===== src/rtl/led_panel_pkg.sv =====
// Shared LED panel definitions: sync marker, FSM state types and default geometry.
package led_panel_pkg;

  localparam logic [7:0] SYNC_BYTE = 8'hA5;

  localparam int unsigned DEFAULT_ROWS      = 8;
  localparam int unsigned DEFAULT_ROW_BYTES = 3;

  typedef enum logic [1:0] {
    RX_IDLE,
    RX_START,
    RX_DATA,
    RX_STOP
  } rx_state_t;

  typedef enum logic [1:0] {
    P_SYNC,
    P_ROW,
    P_DATA,
    P_CSUM
  } parse_state_t;

  // Bits needed to index n items; never narrower than one bit.
  function automatic int unsigned idx_width(input int unsigned n);
    return (n > 1) ? $clog2(n) : 1;
  endfunction

endpackage


===== src/rtl/uart_frame_loader_if.sv =====
// Frame-buffer write port and error strobes driven by uart_frame_loader.
interface uart_frame_loader_if import led_panel_pkg::*; #(
  parameter int unsigned ROWS      = DEFAULT_ROWS,
  parameter int unsigned ROW_BYTES = DEFAULT_ROW_BYTES
) ();

  localparam int unsigned AW = idx_width(ROWS);

  logic                   fb_we;
  logic [AW-1:0]          fb_addr;
  logic [ROW_BYTES*8-1:0] fb_data;
  logic                   frame_done;
  logic                   err_framing;
  logic                   err_packet;

  modport master (
    output fb_we,
    output fb_addr,
    output fb_data,
    output frame_done,
    output err_framing,
    output err_packet
  );

  modport slave (
    input fb_we,
    input fb_addr,
    input fb_data,
    input frame_done,
    input err_framing,
    input err_packet
  );

endinterface


===== src/rtl/uart_rx_core.sv =====
// 8N1 UART byte receiver: input synchroniser, mid-bit sampling FSM,
// one-cycle byte-valid and framing-error pulses.
module uart_rx_core import led_panel_pkg::*; #(
  parameter int unsigned CLKS_PER_BIT = 20
) (
  input  logic       clk,
  input  logic       reset,
  input  logic       uart_data,
  output logic [7:0] rx_byte,
  output logic       rx_valid,
  output logic       rx_framing_err
);

  localparam int unsigned CW = $clog2(CLKS_PER_BIT);
  localparam logic [CW-1:0] BIT_LAST  = CW'(CLKS_PER_BIT - 1);
  localparam logic [CW-1:0] HALF_LAST = CW'(CLKS_PER_BIT / 2 - 1);

  logic [1:0]    sync_q;
  logic          rx_s;
  logic          rx_prev_q;
  logic          fall;

  rx_state_t     state_q, state_n;
  logic [CW-1:0] cnt_q, cnt_n;
  logic [2:0]    bit_q, bit_n;
  logic [7:0]    shreg_q, shreg_n;
  logic          valid_q, valid_n;
  logic          ferr_q, ferr_n;

  assign rx_s = sync_q[1];
  assign fall = rx_prev_q & ~rx_s;

  always_ff @(posedge clk or negedge reset) begin
    if (!reset) begin
      sync_q    <= '1;
      rx_prev_q <= 1'b1;
      state_q   <= RX_IDLE;
      cnt_q     <= '0;
      bit_q     <= '0;
      shreg_q   <= '0;
      valid_q   <= 1'b0;
      ferr_q    <= 1'b0;
    end else begin
      sync_q    <= {sync_q[0], uart_data};
      rx_prev_q <= rx_s;
      state_q   <= state_n;
      cnt_q     <= cnt_n;
      bit_q     <= bit_n;
      shreg_q   <= shreg_n;
      valid_q   <= valid_n;
      ferr_q    <= ferr_n;
    end
  end

  always_comb begin
    state_n = state_q;
    cnt_n   = cnt_q;
    bit_n   = bit_q;
    shreg_n = shreg_q;
    valid_n = 1'b0;
    ferr_n  = 1'b0;
    case (state_q)
      RX_IDLE: begin
        if (fall) begin
          state_n = RX_START;
          cnt_n   = '0;
        end
      end
      RX_START: begin
        if (cnt_q == HALF_LAST) begin
          // Line back high at mid start bit: a glitch, not a start bit.
          cnt_n   = '0;
          bit_n   = '0;
          state_n = rx_s ? RX_IDLE : RX_DATA;
        end else begin
          cnt_n = cnt_q + 1'b1;
        end
      end
      RX_DATA: begin
        if (cnt_q == BIT_LAST) begin
          cnt_n   = '0;
          shreg_n = {rx_s, shreg_q[7:1]};
          bit_n   = bit_q + 3'd1;
          if (bit_q == 3'd7) state_n = RX_STOP;
        end else begin
          cnt_n = cnt_q + 1'b1;
        end
      end
      RX_STOP: begin
        if (cnt_q == BIT_LAST) begin
          cnt_n   = '0;
          state_n = RX_IDLE;
          if (rx_s) valid_n = 1'b1;
          else      ferr_n  = 1'b1;
        end else begin
          cnt_n = cnt_q + 1'b1;
        end
      end
      default: state_n = RX_IDLE;
    endcase
  end

  assign rx_byte        = shreg_q;
  assign rx_valid       = valid_q;
  assign rx_framing_err = ferr_q;

endmodule


===== src/rtl/uart_frame_loader.sv =====
// UART row-packet loader: parses A5/row/data/csum packets and issues
// one-cycle frame-buffer row writes; bad packets are dropped whole.
module uart_frame_loader import led_panel_pkg::*; #(
  parameter int unsigned CLKS_PER_BIT = 20,
  parameter int unsigned ROWS         = DEFAULT_ROWS,
  parameter int unsigned ROW_BYTES    = DEFAULT_ROW_BYTES,
  parameter int unsigned TIMEOUT_BITS = 30
) (
  input  logic                clk,
  input  logic                reset,
  input  logic                uart_data,
  uart_frame_loader_if.master fb
);

  localparam int unsigned AW      = idx_width(ROWS);
  localparam int unsigned BW      = idx_width(ROW_BYTES);
  localparam int unsigned DW      = ROW_BYTES * 8;
  localparam int unsigned TO_CLKS = TIMEOUT_BITS * CLKS_PER_BIT;
  localparam int unsigned TW      = $clog2(TO_CLKS + 1);

  logic [7:0]   rx_byte;
  logic         rx_valid;
  logic         rx_ferr;

  parse_state_t pstate_q, pstate_n;
  logic [AW-1:0] row_q, row_n;
  logic [7:0]    csum_q, csum_n;
  logic [DW-1:0] stage_q, stage_n;
  logic [BW-1:0] idx_q, idx_n;
  logic [TW-1:0] idle_q, idle_n;

  logic          fb_we_q, we_n;
  logic [AW-1:0] fb_addr_q, addr_n;
  logic [DW-1:0] fb_data_q, data_n;
  logic          frame_done_q, done_n;
  logic          err_framing_q;
  logic          err_packet_q, perr_n;

  uart_rx_core #(
    .CLKS_PER_BIT(CLKS_PER_BIT)
  ) u_rx (
    .clk           (clk),
    .reset         (reset),
    .uart_data     (uart_data),
    .rx_byte       (rx_byte),
    .rx_valid      (rx_valid),
    .rx_framing_err(rx_ferr)
  );

  always_ff @(posedge clk or negedge reset) begin
    if (!reset) begin
      pstate_q      <= P_SYNC;
      row_q         <= '0;
      csum_q        <= '0;
      stage_q       <= '0;
      idx_q         <= '0;
      idle_q        <= '0;
      fb_we_q       <= 1'b0;
      fb_addr_q     <= '0;
      fb_data_q     <= '0;
      frame_done_q  <= 1'b0;
      err_framing_q <= 1'b0;
      err_packet_q  <= 1'b0;
    end else begin
      pstate_q      <= pstate_n;
      row_q         <= row_n;
      csum_q        <= csum_n;
      stage_q       <= stage_n;
      idx_q         <= idx_n;
      idle_q        <= idle_n;
      fb_we_q       <= we_n;
      fb_addr_q     <= addr_n;
      fb_data_q     <= data_n;
      frame_done_q  <= done_n;
      err_framing_q <= rx_ferr;
      err_packet_q  <= perr_n;
    end
  end

  // Framing error and byte-valid are mutually exclusive from the receiver;
  // packet errors are only raised when no framing error is present, which
  // keeps the two registered error strobes from pulsing together.
  always_comb begin
    pstate_n = pstate_q;
    row_n    = row_q;
    csum_n   = csum_q;
    stage_n  = stage_q;
    idx_n    = idx_q;
    idle_n   = idle_q;
    we_n     = 1'b0;
    addr_n   = fb_addr_q;
    data_n   = fb_data_q;
    done_n   = 1'b0;
    perr_n   = 1'b0;
    if (rx_ferr) begin
      pstate_n = P_SYNC;
      idle_n   = '0;
    end else if (rx_valid) begin
      idle_n = '0;
      case (pstate_q)
        P_SYNC: begin
          if (rx_byte == SYNC_BYTE) pstate_n = P_ROW;
        end
        P_ROW: begin
          if (32'(rx_byte) >= ROWS) begin
            perr_n   = 1'b1;
            pstate_n = P_SYNC;
          end else begin
            row_n    = rx_byte[AW-1:0];
            csum_n   = rx_byte;
            idx_n    = '0;
            pstate_n = P_DATA;
          end
        end
        P_DATA: begin
          for (int unsigned i = 0; i < ROW_BYTES; i++) begin
            if (idx_q == BW'(i)) stage_n[i*8 +: 8] = rx_byte;
          end
          csum_n = csum_q ^ rx_byte;
          if (idx_q == BW'(ROW_BYTES - 1)) pstate_n = P_CSUM;
          else                             idx_n    = idx_q + 1'b1;
        end
        P_CSUM: begin
          if (rx_byte == csum_q) begin
            we_n   = 1'b1;
            addr_n = row_q;
            data_n = stage_q;
            done_n = (row_q == AW'(ROWS - 1));
          end else begin
            perr_n = 1'b1;
          end
          pstate_n = P_SYNC;
        end
        default: pstate_n = P_SYNC;
      endcase
    end else if (pstate_q != P_SYNC) begin
      if (idle_q == TW'(TO_CLKS - 1)) begin
        perr_n   = 1'b1;
        pstate_n = P_SYNC;
        idle_n   = '0;
      end else begin
        idle_n = idle_q + 1'b1;
      end
    end
  end

  assign fb.fb_we       = fb_we_q;
  assign fb.fb_addr     = fb_addr_q;
  assign fb.fb_data     = fb_data_q;
  assign fb.frame_done  = frame_done_q;
  assign fb.err_framing = err_framing_q;
  assign fb.err_packet  = err_packet_q;

endmodule

===== src/flat_wrapper.sv =====
// flat-port wrapper written by rule: the top's interface ports become plain ports
module uart_frame_loader_flat import led_panel_pkg::*;
#(
  parameter int unsigned CLKS_PER_BIT = 20,
  parameter int unsigned ROWS         = DEFAULT_ROWS,
  parameter int unsigned ROW_BYTES    = DEFAULT_ROW_BYTES,
  parameter int unsigned TIMEOUT_BITS = 30
)
  (clk, reset, uart_data, fb_fb_we, fb_fb_addr, fb_fb_data, fb_frame_done, fb_err_framing, fb_err_packet);
  uart_frame_loader_if #(.ROWS(ROWS), .ROW_BYTES(ROW_BYTES)) fb_i ();
  input  logic clk;
  input  logic reset;
  input  logic uart_data;
  output wire logic [$bits(fb_i.fb_we)-1:0] fb_fb_we;
  output wire logic [$bits(fb_i.fb_addr)-1:0] fb_fb_addr;
  output wire logic [$bits(fb_i.fb_data)-1:0] fb_fb_data;
  output wire logic [$bits(fb_i.frame_done)-1:0] fb_frame_done;
  output wire logic [$bits(fb_i.err_framing)-1:0] fb_err_framing;
  output wire logic [$bits(fb_i.err_packet)-1:0] fb_err_packet;
  assign fb_fb_we = fb_i.fb_we;
  assign fb_fb_addr = fb_i.fb_addr;
  assign fb_fb_data = fb_i.fb_data;
  assign fb_frame_done = fb_i.frame_done;
  assign fb_err_framing = fb_i.err_framing;
  assign fb_err_packet = fb_i.err_packet;
  uart_frame_loader #(.CLKS_PER_BIT(CLKS_PER_BIT), .ROWS(ROWS), .ROW_BYTES(ROW_BYTES), .TIMEOUT_BITS(TIMEOUT_BITS)) u_core (.clk(clk), .reset(reset), .uart_data(uart_data), .fb(fb_i));
endmodule

===== config.mk =====
export PLATFORM = sky130hd
export DESIGN_NAME = uart_frame_loader_flat
export DESIGN_NICKNAME = d
export VERILOG_FILES = /design/src/rtl/led_panel_pkg.sv /design/src/rtl/uart_frame_loader_if.sv /design/src/rtl/uart_rx_core.sv /design/src/rtl/uart_frame_loader.sv /design/src/flat_wrapper.sv
export SDC_FILE = /design/constraint.sdc
export NUM_CORES = 1
export LEC_CHECK = 0
export BUFFER_PORTS_ARGS = -buffer_cell sky130_fd_sc_hd__buf_4
export CORE_ASPECT_RATIO = 0.5
export CORE_MARGIN = 10
export CORE_UTILIZATION = 50
export CTS_CLUSTER_DIAMETER = 100
export CTS_CLUSTER_SIZE = 12
export DETAILED_ROUTE_END_ITERATION = 8
export HOLD_SLACK_MARGIN = 0.02
export PLACE_DENSITY = 0.68
export SLEW_MARGIN = 20
export SYNTH_ARGS = -nofsm -noshare
export SYNTH_HDL_FRONTEND = slang
export SYNTH_HIERARCHICAL = 1
export SYNTH_SLANG_ARGS = --single-unit

===== constraint.sdc =====
create_clock -name clk -period 6.63 [get_ports clk]
set_input_delay 0.3315 -clock clk [delete_from_list [all_inputs] [get_ports clk]]
set_output_delay 0.3315 -clock clk [all_outputs]
set_load 0.02 [all_outputs]

## After elaboration in Yosys (flattened, before gate mapping)

Cells that the tools add are included.

| word-level totals | value |
|---|---|
| register bits | 103 |
| bits of input ports | 3 |
| output and inout bits | 31 |
| word-level logic and storage cells | 128 |

| operators by class | value |
|---|---|
| add/sub/neg operators | 4 |
| order comparisons | 1 |
| equality and inequality tests | 24 |
| multiplexer cells | 52 |
| bitwise gates (word level) | 5 |
| reduce and logical (&&, ||, !) cells | 20 |

Operators by type and width:

| operator | number |
|---|---|
| 10-bit two-way mux | 4 |
| 2-bit two-way mux | 15 |
| 4-bit AND reduction | 7 |
| 1-bit two-way mux | 20 |
| 2-bit case mux with 4 select lines | 2 |
| 8-bit case mux with 2 select lines | 1 |
| 5-bit two-way mux | 3 |
| 5-bit case mux with 3 select lines | 1 |
| 2-bit inequality test, second input constant | 7 |
| 10-bit by 1-bit adder with 10-bit output, second input constant | 1 |
| 10-bit == test, second input constant | 1 |
| 2-bit == test, second input constant | 5 |
| 5-bit AND reduction | 2 |
| 8-bit == test | 1 |
| 8-bit == test, second input constant | 1 |
| 8-bit by 4-bit greater-or-equal comparator with 1-bit output, second input constant | 1 |
| 8-bit two-way mux | 1 |
| 4-bit by 3-bit inequality test with 1-bit output, second input constant | 2 |
| 8-bit XOR | 1 |
| 2-bit by 1-bit == test with 1-bit output, second input constant | 3 |
| 3-bit == test, second input constant | 2 |
| 2-bit logical NOT | 3 |
| 3-bit two-way mux | 2 |
| 3-bit case mux with 2 select lines | 1 |
| other kinds (14) | 19 |

## Depth between registers and ports, before layout

| depth | value |
|---|---|
| depth after elaboration | 5 |
| gate-level depth with buffers | 8 |
| gate-level depth less buffers | 6 |

## By module

The synthesis kept the hierarchy.

By module, submodules not included:

| module | times used | cells an instance | area an instance (um^2) | sequential area each (um^2) |
|---|---|---|---|---|
| uart_frame_loader | 1 | 267 | 3509.6 | 2001.9 |
| uart_rx_core | 1 | 99 | 1017.2 | 579.3 |

## Least setup slack after synthesis

Ideal clock, no wire load.

| path | value |
|---|---|
| path kind | reg2reg |
| start point | register u_core.u_rx.shreg_q[4], in the netlist u_core/u_rx/rx_byte[4] |
| end point | register u_core.idx_q[0] |
| setup time | 125 ps |
| arrival | 1954 ps |
| data required time | 6505 ps |
| setup slack | 4552 ps |
| stages on the path, launching flop included | 8 |
| path buffers | 2 |
| period minus slack after synthesis | 2078 ps |
| cells stage by stage | dfrtp_1 > buf_6 > or4_4 > or4_4 > buf_6 > nand2_8 > nand2_2 > mux2_2 |

| between the ends | value |
|---|---|
| cells in the longest elaborated chain, start to end | 3 |

Ends and longest elaborated chain:

| item | line | RTL |
|---|---|---|
| from (decl) | uart_rx_core.sv:26 | `logic [7:0] shreg_q, shreg_n;` |
| from (signal assigned) | uart_rx_core.sv:49 | `shreg_q <= shreg_n;` |
| 8-bit by 4-bit greater-or-equal comparator with 1-bit output | uart_frame_loader.sv:105 | `if (32'(rx_byte) >= ROWS) begin` |
| 2-bit inequality test (no source line) | n/a |  |
| 5-bit AND reduction (no source line) | n/a |  |
| to (signal assigned) | uart_frame_loader.sv:69 | `idx_q <= idx_n;` |
| to (decl) | uart_frame_loader.sv:29 | `logic [BW-1:0] idx_q, idx_n;` |

No other way between the ends.
A chain may end at the register's enable or synchronous reset.

## Worst setup path after layout

| path | value |
|---|---|
| start point | register u_core.u_rx.shreg_q[3], in the netlist u_core/u_rx/rx_byte[3] |
| end point | register u_core.fb_data_q[9], in the netlist u_core/fb.fb_data[9] |

| between the ends | value |
|---|---|
| cells in the longest elaborated chain, start to end | 2 |

Ends and longest elaborated chain:

| item | line | RTL |
|---|---|---|
| 8-bit == test | uart_frame_loader.sv:124 | `if (rx_byte == csum_q) begin` |
| 4-bit AND reduction (no source line) | n/a |  |
| to (signal assigned) | uart_frame_loader.sv:73 | `fb_data_q <= data_n;` |
| to (decl) | uart_frame_loader.sv:34 | `logic [DW-1:0] fb_data_q, data_n;` |

No other way between the ends.

==> summary.md <==
| Metric | Value |
|---|---|
| Outcome | `complete, no violations` |
| Slew @ Worst Pin | `0.710 ns` |
| Ratio of final minimum period to clock period | `40.6%` |
| Reg2reg start | `u_core/u_rx/rx_byte[3]$_DFFE_PN0P_` |
| Pwr Density | `264 nW/um2` |
| Clk sinks | `103` |
| Final Core Density | `58.6%` |
| DR iter-0 viols | `181` |
| Primary FF master, synth | `dfrtp_1` |
| GR Overflow Total | `0` |
| Final Setup Violations | `0` |
| CP Class | `reg2reg` |
| Clock buffer depth | `2` |
| DIE AREA | `13,500 um2` |
| Clock Skew | `0.00621 ns` |
| Max Clk Rate | `0.372 GHz` |
| I/O pin count | `34` |
| Routed vias | `2,824` |
| Post-Syn Area per Cell | `12.4 um2` |
| Peak VDD IR | `159 uV` |
| Post-synth EDFFs | `0` |
| Die H | `87.3 um` |
| CP startpoint | `u_core/u_rx/rx_byte[3]$_DFFE_PN0P_` |
| Pre-antenna DRT Iters | `4` |
| CP required | `6.86 ns` |
| Worst-path fanout max | `21` |
| Critical Path, Cell by Cell | `xor2_1 > nor4_1 > nand4_1 > nor2_2 > buf_4 > mux2_2` |
| Root buf cell | `clkbuf_16` |
| Worst setup EP type | `register` |
| Fillers | `696` |
| Register area | `2580 um2` |
| Final net count | `403` |
| Rel. slew slack | `52.6%` |
| Gr usage total | `13.5%` |
| Synth unique cells | `51` |
| Critical path arrival | `2.92 ns` |
| Layout cells sized above 1 | `31.5%` |
| Clk Latency, worst-skew pair | `0.35 ns` |
| DIE WIDTH | `155 um` |
| DP HPWL | `6050 um` |
| Slowest cell on the critical path | `dfrtp_1` |
| Diodes inserted | `0` |
| Multi-input logic area | `1800 um2` |
| Final setup TNS | `0 ns` |
| Cells after Synth | `366` |
| Sequential share of the synthesized area | `57.0%` |
| I/O Buffers | `33` |
| Worst hold path type | `in2async` |
| CP max stage delay | `0.55 ns` |
| Vias per cell | `5.49` |
| Flops & latches, synth | `103` |
| Asr flop ratio synth | `100%` |
| Antenna violations before repair | `0` |
| Area growth from synthesis to layout | `13.6%` |
| CTS tree | `done` |
| Final Hold Vio Count | `0` |
| Clock slew at reported path FFs | `0.07 ns` |
| Lkg Pwr | `2.55 nW` |
| H-tree levels | `3` |
| Net Count, Synth | `377` |
| Detail-routed net length per standard cell | `17.0 um` |
| Post-CTS setup repair buffer count | `0` |
| Vias in the first global route | `2,858` |
| Drt drc | `0` |
| Synthesized cell area | `4530 um2` |
| Final wirelength | `8750 um` |
| Max cap viols | `0` |
| Startpoint Class | `register` |
| Largest net degree at the start of global routing | `54` |
| Starting Density | `51.6%` |
| Routed Antenna Nets | `0` |
| Final Wtd Congestion | `0.843` |
| # hold bufs at CTS | `0` |
| CTS buffer count | `9` |
| Cell Rows | `24` |
| Count of pins over their slew limit | `0` |
| Tmin final | `2.69 ns` |
| Core ar. | `8770 um2` |
| Synth warn | `6` |
| First-pass GRT wire length | `14,600 um` |
| RSZ-0062 raised after global routing | `false` |
| Post-CTS Resized | `0` |
[worst max-delay path: cells and delay by family (launching register included)]
kind | cells | cell delay (ns)
xor+xnor | 1 | 0.22
buf+inv | 1 | 0.38
flops | 1 | 0.55
mux | 1 | 0.38
simple gates | 3 | 1.04
[state kept, by name, summed over array words and instances, names as in the netlist, 5 cells and up, named ones only]
name	count
u_core/idle_q	10
u_core/stage_q	24
u_core/u_rx/rx_byte	8
u_core/csum_q	8
u_core/fb.fb_data	24
u_core/u_rx/cnt_q	5
[area by class of cell]
cell class / count / share of cell area [%]
sequential: 103 / 50.2
multi-input combinational: 237 / 35.1
timing repair buffer: 35 / 5.11
clock buffer: 11 / 4.72
tap: 117 / 2.85
clock inverter: 5 / 1.58
inverter: 6 / 0.438
[metal layers]
layer	up-vias	global-route usage (%)	wire [um]
li1	1334	-	-
met5	-	0	0
met2	51	22.1	4180
met3	12	3.70	310
met4	0	4.60	100
met1	1427	17.0	4160
[metrics by stage]
step	hold WS, ns	setup slack [ns]	cell area (um2)	instances	total power, mW
4_1_cts	0.0296	3.94	5130	514	1.37
3_3_place_gp	0.348	4.02	4810	498	0.790
6_report	0.0173	3.94	5140	514	1.36
3_5_place_dp	0.348	3.98	4810	498	0.802
2_1_floorplan	0.0359	4.55	4530	366	0.765
5_1_grt	0.0653	3.76	5140	514	1.42
[synth_stat cells, types with 2 or more instances]
master	n	area share, %
xor2_1	14	2.7
and2_1	2	0.28
o22ai_1	2	0.28
buf_2	8	0.88
nor2_1	20	1.7
a21oi_2	6	1.2
a22o_1	3	0.58
and4_1	3	0.58
nand4_1	4	0.55
mux2i_1	4	0.88
or4_4	2	0.50
inv_1	6	0.50
a21oi_1	10	1.1
nand2b_1	2	0.28
a311oi_1	3	0.58
mux2_2	57	14
dfrtp_1	100	55
ha_1	8	2.2
nand3b_1	2	0.33
nand2_1	41	3.4
buf_4	3	0.50
nand3_1	11	1.2
nor3_1	5	0.55
o21ai_0	9	0.99
buf_6	2	0.50
dfstp_2	3	1.7
nor2b_1	3	0.41
xnor2_1	3	0.58
clkbuf_1	6	0.50
a211oi_1	3	0.50
[cells by family after synthesis]
| logic type | share of synthesized area, % |
|---|---|
| flip-flops | 57.0 |
| AND/OR/NAND/NOR | 12.3 |
| buffers and inverters | 3.32 |
| multiplexers | 15.1 |
| adder cells (fa/ha/maj) | 2.21 |
| XOR/XNOR | 3.29 |
| AO/OA/AOI/OAI | 6.83 |
[worst paths after layout]
check                           slack (ns)  cells past startpoint                                to
worst max-delay path                  3.94                      6  u_core/fb.fb_data[9]$_DFFE_PN0P_
worst min-delay path                  0.02                      1    u_core/stage_q[14]$_DFFE_PN0P_
worst max register to register        3.94                      6  u_core/fb.fb_data[9]$_DFFE_PN0P_
worst min register to register        0.36                      0   u_core/u_rx/sync_q[1]$_DFF_PN1_
max in group asynchronous             5.54                      2       u_core/row_q[1]$_DFFE_PN0P_
min in group clk                      0.09                      1   u_core/u_rx/sync_q[0]$_DFF_PN1_
[report_power, final]
part	internal (mW)	switching, mW	total (mW)
Combinational	0.0425	0.0626	0.105
Sequential	0.650	0.0385	0.688
Clock	0.341	0.223	0.564
Total	1.03	0.324	1.36
[placed cells by master, fill, tap and decap left out, types with 4 or more instances in the layout]
master / netlist / final
nand2_1: 41 / 41
buf_4: 3 / 35
mux2i_1: 4 / 4
nor2_1: 20 / 19
nor3_1: 5 / 5
a21oi_1: 10 / 10
nand4_1: 4 / 4
nand3_1: 11 / 11
xor2_1: 14 / 14
inv_1: 6 / 6
o21ai_0: 9 / 9
mux2_2: 57 / 57
clkbuf_16: 0 / 9
dfrtp_1: 100 / 100
a21oi_2: 6 / 6
ha_1: 8 / 8
Power figures use the tool's default switching activity.
